File: src/rtl/muldiv_unit.sv
// Multi-cycle RV32M multiply/divide unit: radix-2 shift-add multiply, restoring divide.
// Optional MULDIV_FAST_MUL_EN: multiplies resolved in one cycle at accept.
module muldiv_unit #(
    parameter int XLEN = 32
) (
    input  logic            clk,
    input  logic            rst,
    input  logic            req_valid,
    output logic            req_ready,
    input  logic [2:0]      req_funct3,
    input  logic [XLEN-1:0] req_src1,
    input  logic [XLEN-1:0] req_src2,
    output logic            resp_valid,
    input  logic            resp_ready,
    output logic [XLEN-1:0] resp_data
);

    typedef enum logic [1:0] {IDLE, CALC, DONE} state_t;

    localparam int            CW   = $clog2(XLEN);
    localparam logic [CW-1:0] LAST = CW'(XLEN - 1);

    state_t             state, state_nxt;
    logic [CW-1:0]      count;
    logic [2*XLEN-1:0]  acc, acc_nxt;
    logic [XLEN-1:0]    opnd;
    logic [2:0]         op_q;
    logic               neg_q;

    logic               s1_signed, s2_signed, neg1, neg2, req_div;
    logic               div_zero, div_ovf, go_done;
    logic [XLEN-1:0]    mag1, mag2, special_data, accept_data;

    logic [XLEN:0]      mul_sum;
    logic [XLEN:0]      div_shift;
    logic               div_ge;
    logic [XLEN-1:0]    div_sub;
    logic [2*XLEN-1:0]  prod_fix;
    logic [XLEN-1:0]    quo_fix, rem_fix, finish_data;

    // Request decode: signedness, magnitudes and divide special cases
    always_comb begin
        s1_signed = 1'b0;
        s2_signed = 1'b0;
        case (req_funct3)
            3'b000, 3'b001, 3'b100, 3'b110: begin
                s1_signed = 1'b1;
                s2_signed = 1'b1;
            end
            3'b010:  s1_signed = 1'b1;
            default: ;
        endcase
        req_div  = req_funct3[2];
        neg1     = s1_signed & req_src1[XLEN-1];
        neg2     = s2_signed & req_src2[XLEN-1];
        mag1     = neg1 ? -req_src1 : req_src1;
        mag2     = neg2 ? -req_src2 : req_src2;
        div_zero = req_div && (req_src2 == '0);
        div_ovf  = req_div && !req_funct3[0] &&
                   (req_src1 == {1'b1, {(XLEN-1){1'b0}}}) && (req_src2 == '1);
        if (div_zero)
            special_data = req_funct3[1] ? req_src1 : '1;
        else
            special_data = req_funct3[1] ? '0 : {1'b1, {(XLEN-1){1'b0}}};
    end

`ifdef MULDIV_FAST_MUL_EN
    logic [2*XLEN-1:0] fast_a, fast_b, fast_prod;
    logic [XLEN-1:0]   fast_data;

    // Truncated two's-complement product: high half is exact for every mul variant
    always_comb begin
        fast_a      = {{XLEN{neg1}}, req_src1};
        fast_b      = {{XLEN{neg2}}, req_src2};
        fast_prod   = fast_a * fast_b;
        fast_data   = (req_funct3[1:0] == 2'b00) ? fast_prod[XLEN-1:0]
                                                 : fast_prod[2*XLEN-1:XLEN];
        go_done     = div_zero | div_ovf | ~req_div;
        accept_data = req_div ? special_data : fast_data;
    end
`else
    always_comb begin
        go_done     = div_zero | div_ovf;
        accept_data = special_data;
    end
`endif

    // One iteration: acc = {hi, lo}; mul consumes lo LSB-first, div keeps {rem, quo}
    always_comb begin
        mul_sum   = {1'b0, acc[2*XLEN-1:XLEN]} + (acc[0] ? {1'b0, opnd} : '0);
        div_shift = acc[2*XLEN-1:XLEN-1];
        div_ge    = div_shift >= {1'b0, opnd};
        div_sub   = div_shift[XLEN-1:0] - opnd;
        if (op_q[2])
            acc_nxt = div_ge ? {div_sub, acc[XLEN-2:0], 1'b1}
                             : {div_shift[XLEN-1:0], acc[XLEN-2:0], 1'b0};
        else
            acc_nxt = {mul_sum, acc[XLEN-1:1]};
    end

    always_comb begin
        prod_fix = neg_q ? -acc_nxt : acc_nxt;
        quo_fix  = neg_q ? -acc_nxt[XLEN-1:0] : acc_nxt[XLEN-1:0];
        rem_fix  = neg_q ? -acc_nxt[2*XLEN-1:XLEN] : acc_nxt[2*XLEN-1:XLEN];
        if (op_q[2])
            finish_data = op_q[1] ? rem_fix : quo_fix;
        else
            finish_data = (op_q[1:0] == 2'b00) ? prod_fix[XLEN-1:0]
                                               : prod_fix[2*XLEN-1:XLEN];
    end

    always_ff @(posedge clk) begin
        if (rst)
            state <= IDLE;
        else
            state <= state_nxt;
    end

    always_comb begin
        state_nxt = state;
        case (state)
            IDLE:    if (req_valid) state_nxt = go_done ? DONE : CALC;
            CALC:    if (count == LAST) state_nxt = DONE;
            DONE:    if (resp_ready) state_nxt = IDLE;
            default: state_nxt = IDLE;
        endcase
    end

    always_comb begin
        req_ready  = (state == IDLE);
        resp_valid = (state == DONE);
    end

    always_ff @(posedge clk) begin
        if (rst) begin
            acc       <= '0;
            opnd      <= '0;
            op_q      <= '0;
            neg_q     <= 1'b0;
            count     <= '0;
            resp_data <= '0;
        end else begin
            case (state)
                IDLE: if (req_valid) begin
                    op_q  <= req_funct3;
                    count <= '0;
                    // Remainder follows the dividend; everything else follows sign XOR
                    neg_q <= (req_div & req_funct3[1]) ? neg1 : (neg1 ^ neg2);
                    if (req_div) begin
                        acc  <= {{XLEN{1'b0}}, mag1};
                        opnd <= mag2;
                    end else begin
                        acc  <= {{XLEN{1'b0}}, mag2};
                        opnd <= mag1;
                    end
                    if (go_done)
                        resp_data <= accept_data;
                end
                CALC: begin
                    acc   <= acc_nxt;
                    count <= count + 1'b1;
                    if (count == LAST)
                        resp_data <= finish_data;
                end
                default: ;
            endcase
        end
    end

endmodule

File: config.mk
export PLATFORM = sky130hd
export DESIGN_NAME = muldiv_unit
export DESIGN_NICKNAME = d
export VERILOG_FILES = /design/src/rtl/muldiv_unit.sv
export SDC_FILE = /design/constraint.sdc
export NUM_CORES = 1
export LEC_CHECK = 0
export ABC_CLOCK_PERIOD_IN_PS = 9800
export BUFFER_PORTS_ARGS = -buffer_cell sky130_fd_sc_hd__buf_4
export CORE_UTILIZATION = 35
export DETAILED_ROUTE_END_ITERATION = 7
export GPL_TIMING_DRIVEN = 0
export HOLD_SLACK_MARGIN = 0.15
export PLACE_DENSITY_LB_ADDON = 0.3
export SLEW_MARGIN = 20
export SYNTH_ARGS = -nofsm -noshare
export SYNTH_HDL_FRONTEND = slang
export SYNTH_SLANG_ARGS = --single-unit
File: constraint.sdc
create_clock -name clk -period 9.8 [get_ports clk]
set_clock_uncertainty 0.2 [all_clocks]
set_input_delay 0.49 -clock clk [delete_from_list [all_inputs] [get_ports clk]]
set_output_delay 0.49 -clock clk [all_outputs]
set_load 0.005 [all_outputs]
# Word level (Yosys, flattened, before mapping)
# Cells that the tools add are included.
totals:
  wordCells: 82
  ff_bits: 139
  out_inout_bits: 34
classes:
  n_bitwise: 5
  n_eq_ne: 13
  n_mux: 32
  n_addsub: 8
  reduce_logical: 16
  n_lt_le_gt_ge: 1
ops:
  columns: ["cell", "n"]
  rows:
  - ["32-bit 2-to-1 mux", 16]
  - ["64-bit 2-to-1 mux", 4]
  - ["32-bit negator", 4]
  - ["64-bit case mux with 2 select lines", 1]
  - ["32-bit == test (second input constant)", 2]
  - ["64-bit negator", 1]
  - ["32-bit case mux with 2 select lines", 1]
  - ["32-bit by 32-bit adder with 33-bit output", 1]
  - ["33-bit by 32-bit >= comparator with 1-bit output", 1]
  - ["32-bit zero test", 1]
  - ["32-bit subtractor", 1]
  - ["5-bit case mux with 2 select lines", 1]
  - ["2-bit 2-to-1 mux", 4]
  - ["3-bit == test (second input constant)", 2]
  - ["2-bit case mux with 3 select lines", 1]
  - ["5-bit by 1-bit adder with 5-bit output (second input constant)", 1]
  - ["5-bit == test (second input constant)", 1]
  - ["5-bit 2-to-1 mux", 1]
  - ["5-bit OR reduction", 1]
  - ["1-bit logical AND", 4]
  - ["2-bit zero test", 2]
  - ["2-bit by 1-bit != test with 1-bit output (second input constant)", 2]
  - ["2-bit != test (second input constant)", 2]
  - ["2-bit AND reduction", 2]
  - ["other kinds (14)", 18]

# Depth between registers and ports, before layout
depth:
  word_depth: 9
  ltp_mapped: 24

# Least setup slack after synthesis
# Ideal clock, no wire load.
synth_timing:
  kind: "register to register"
  from: "reg op_q[2]"
  to: "reg resp_data[24]"
  t_arrival_ns: 4.894
  path_stages_with_launch: 21
  setup_ns: 0.088
  slack_ns: 4.618
  period_less_slack_ns: 5.182
  path_buffers: 8
  path_cell_list: "dfxtp_1 buf_2 buf_2 buf_2 buf_2 buf_2 buf_2 buf_2 buf_1 mux2_2 inv_1 ha_1 o211ai_1 or4_1 inv_1 nand4_1 or2_1 or4_1 mux2i_1 a221o_1 a311oi_2"
synth_via:
  elab_chain_len: 7
synth_lines:
  columns: ["element", "line", "source"]
  rows:
  - ["start: declaration", "27", "logic [2:0] op_q;"]
  - ["start signal: assignment", "145", "op_q <= req_funct3;"]
  - ["64-bit 2-to-1 mux", "94", "if (op_q[2])"]
  - ["64-bit negator (tied with other cells)", "102", "prod_fix = neg_q ? -acc_nxt : acc_nxt;"]
  - ["64-bit 2-to-1 mux (tied with other cells)", "102", null]
  - ["32-bit 2-to-1 mux, on equally long branches", "108, 106", null]
  - ["32-bit 2-to-1 mux *", "105", "if (op_q[2])"]
  - ["32-bit 2-to-1 mux *", "162", "if (count == LAST)"]
  - ["32-bit case mux with 2 select lines *", "143", "case (state)"]
  - ["end signal: assignment", "157", "resp_data <= accept_data;"]
  - ["end signal: assignment", "163", "resp_data <= finish_data;"]
  - ["end: declaration", "15", "output logic [XLEN-1:0] resp_data"]
# Mark *: on every way between the ends. The rest lies on a longest branch, timed or not. The select of a mux whose other input is x is not followed.
# A chain may end at the register's enable or synchronous reset.

# Worst setup path in the final report
layout_timing:
  from: "reg op_q[2]"
  to: "reg resp_data[20]"
# The elaborated chain is that of the path after synthesis.

==> reports/qor.yml <==
status: "finished, violations left"
violations: "DRC"
setup_viol: 0
fillCellCount: 4914
fmax_mhz: 130
worstSetupPathType: "register to register"
cp_slowest_cell: "buf_1"
swShare: 0.450
clk_path_buf_depth: 2
grt_pass1_vias: 18100
num_vias: 19800
via_per_inst: 6.49
final_cells: 3052
ys_seq_area_frac: 0.171
path_cells: "buf_2, buf_2, buf_2, buf_2, buf_2, buf_2, buf_2, clkbuf_2, buf_1, nor2_1, a21oi_1, ha_1, nand3_1, nor4_4, nand3_1, nor4_1, a21oi_1, mux2i_1, a31oi_1, a211oi_1"
p_leak_nw: 6.87
overflow: 0
fin_crit_sh: 0.788
mostFrequentLayoutCells: "nor2_1 (269), nand2_1 (238), a21oi_1 (183)"
crit_path_start_kind: "register"
min-delay-start: "req_src1[3]"
grt_use_total: 0.343
timing_hold_violations_final: 0
routedWlPerCell_um: 27.2
power_frac_comb: 0.436
pwr-share-seq: 0.272
fin_setup_tns_ps: 0
worstSkewPairLatency_ps: 470
synth_area_um2: 16300
required_ps: 9970
hpwl_um: 67600
antenna_found_initial: 2
reg2reg_setup_slack_ps: 2080
rsz0062_at_grt: "false"
floorplan.die.width_um: 218
yosysTopAreaCell: "dfxtp_1"
numPortBuffers: 102
drive_gt1_frac: 0.115
synth_seq_cells: 139
path_common_cell: "buf_2"
nets: 2580
relSlewSlack: 0.249
min_path_type: "primary input to register"
cts_tree: "built"
synth_area_leaders: "dfxtp_1 (17%), nor2_1 (6.2%), a21oi_1 (5.6%)"
slew_viol_final: 0
r2r-start: "op_q[2]"
cts_sinks: 139
ys_types: 108
cts.reportedPaths.clkPinSlew_ps: 70
crit_arrival_ps: 7890
ctsRootBufferMaster: "clkbuf_16"
min_path_cells: 3
syn_inst: 2313
holdWs_ps: 250
area_growth_pct: 13.2
dr.pass1.iters: 8
drv_cap: 0
cts_buffers: 17
gp_congestion: 1.05
dieArea_um2: 47400
drt_iter0_markers: 2482
place_inst: 3015
grt_pass1_wl_um: 120000
intPower_w: 0.00129
totalWireLength_um: 83000
slowest_delay_ps: 870
clockPowerShare: 0.293
power_switching_w: 0.00106
die_h_um: 218
core_area_um2: 45700
synthArstFlopShare: 0
endpoint_kind: "register"
synth.avg_cell_area_um2: 7.04
route.detailed.drc: 37
yosys_warnings: 0
pwr_density_cell_nw_per_um2: 127
mostFrequentLayoutCell: "nor2_1"
synth_ff_type: "dfxtp_1"
holdPathEnd: "resp_data[3]"
cts_max_level: 4
rows: 78
syn_nets: 2457
critPathMaxFanout: 10
period_minus_slack_ps: 7720
synth_edf_count: 0
initial_core_util: 0.356
worst_pin_slew_ps: 1130
ir_drop_uv: 122
drtAntennaViolNets: 0
reg2reg_depth: 20
rr_endpoint: "resp_data[20]"
synth_top_area_share: 0.171
grt_max_degree: 17
ioPinCount: 105
==> flip-flops by register name, summed over array words and instances (netlist names) <==
| register | count |
|---|---|
| neg_q | 1 |
| op_q | 3 |
| opnd | 32 |
| acc | 64 |
| count | 5 |
| state | 2 |
| resp_data | 32 |
==> cells in the mapped netlist (25+ instances only) <==
| cell type | instances |
|---|---|
| nor2_1 | 269 |
| nand2_1 | 238 |
| a21oi_1 | 183 |
| o21ai_0 | 163 |
| dfxtp_1 | 139 |
| clkbuf_1 | 102 |
| xnor2_1 | 97 |
| nor3_1 | 84 |
| ha_1 | 71 |
| inv_1 | 66 |
| xor2_1 | 63 |
| nand3_1 | 47 |
| a211oi_1 | 46 |
| o211ai_1 | 43 |
| and2_1 | 40 |
| a22oi_1 | 33 |
| buf_2 | 33 |
| mux2_2 | 32 |
| mux2i_1 | 32 |
| a222oi_1 | 27 |
| nand4_1 | 27 |
| o31ai_1 | 27 |
| a31oi_1 | 25 |
==> cell families after synthesis <==
family | share of synthesized area
and+or+nand+nor | 0.254
AOI/OAI and AO/OA | 0.328
buffers and inverters | 0.0614
xor gates and xnor gates | 0.0861
DFF | 0.171
adders and majority gates | 0.0570
muxes | 0.0418
==> layer usage <==
metal,vias to the layer above,GRT usage,share of wire
met1,9557,0.446,0.41
met2,1232,0.536,0.44
met4,0,0.157,0.046
met5,-,0,0
met3,187,0.0768,0.11
li1,8825,-,-
==> worst max-delay path by stage <==
stage | from | to | slack (ps) | cells past startpoint
after detailed placement | op_q[2] | resp_data[20] | 2110 | 20
after CTS | op_q[2] | resp_data[20] | 2050 | 20
after global routing | op_q[2] | resp_data[20] | 2060 | 20
after floorplan | op_q[2] | resp_data[24] | 4620 | 20
after global placement | op_q[2] | resp_data[20] | 2170 | 20
final | op_q[2] | resp_data[20] | 2080 | 20
==> area by class of cell <==
cell class                 count  area, µm²  area share
antenna                        3       7.51    0.000407
buffer                       167        746      0.0405
clock buffer                  19        453      0.0246
clock inverter                13        146     0.00794
inverter                      68        255      0.0138
multi-input combinational   1939      12500       0.678
sequential                   139       2780       0.151
tap                          600        751      0.0407
timing repair buffer         104        786      0.0426
==> metrics by stage <==
step / setup slack, ps / area, µm² / util / total power [W]
floorplan: 4620 / 16300 / - / 0.00127
global placement: 2170 / 17800 / 0.390 / 0.00162
detailed placement: 2110 / 17800 / 0.390 / 0.00163
CTS: 2050 / 18400 / 0.403 / 0.00230
global route: 2060 / 18400 / 0.403 / 0.00242
finish: 2080 / 18400 / 0.404 / 0.00235
==> power groups by stage <==
stage | combinational [W] | sequential [W] | clock (W)
after global placement | 0.000974 | 0.000644 | 0
after detailed placement | 0.000981 | 0.000645 | 0
after CTS | 0.000985 | 0.000632 | 0.000683
after global routing | 0.00108 | 0.000637 | 0.000705
final | 0.00102 | 0.000637 | 0.000686
after floorplan | 0.000646 | 0.000620 | 0
==> worst max-delay path, delay by kind of cell, from the launching register on <==
family / cells / cell delay, ps
simple gates: 5 / 1390
mux: 1 / 320
flops: 1 / 320
buf+inv: 9 / 3960
fa+ha+maj: 1 / 350
compound gates: 4 / 1040
==> repair_timing <==
item	in CTS	in global routing
gates resized for setup	0	0
setup buffers	0	0
endpoints found under the hold margin	2	0
hold buffers	2	0
No activity file was read; power rests on OpenSTA's default activity.
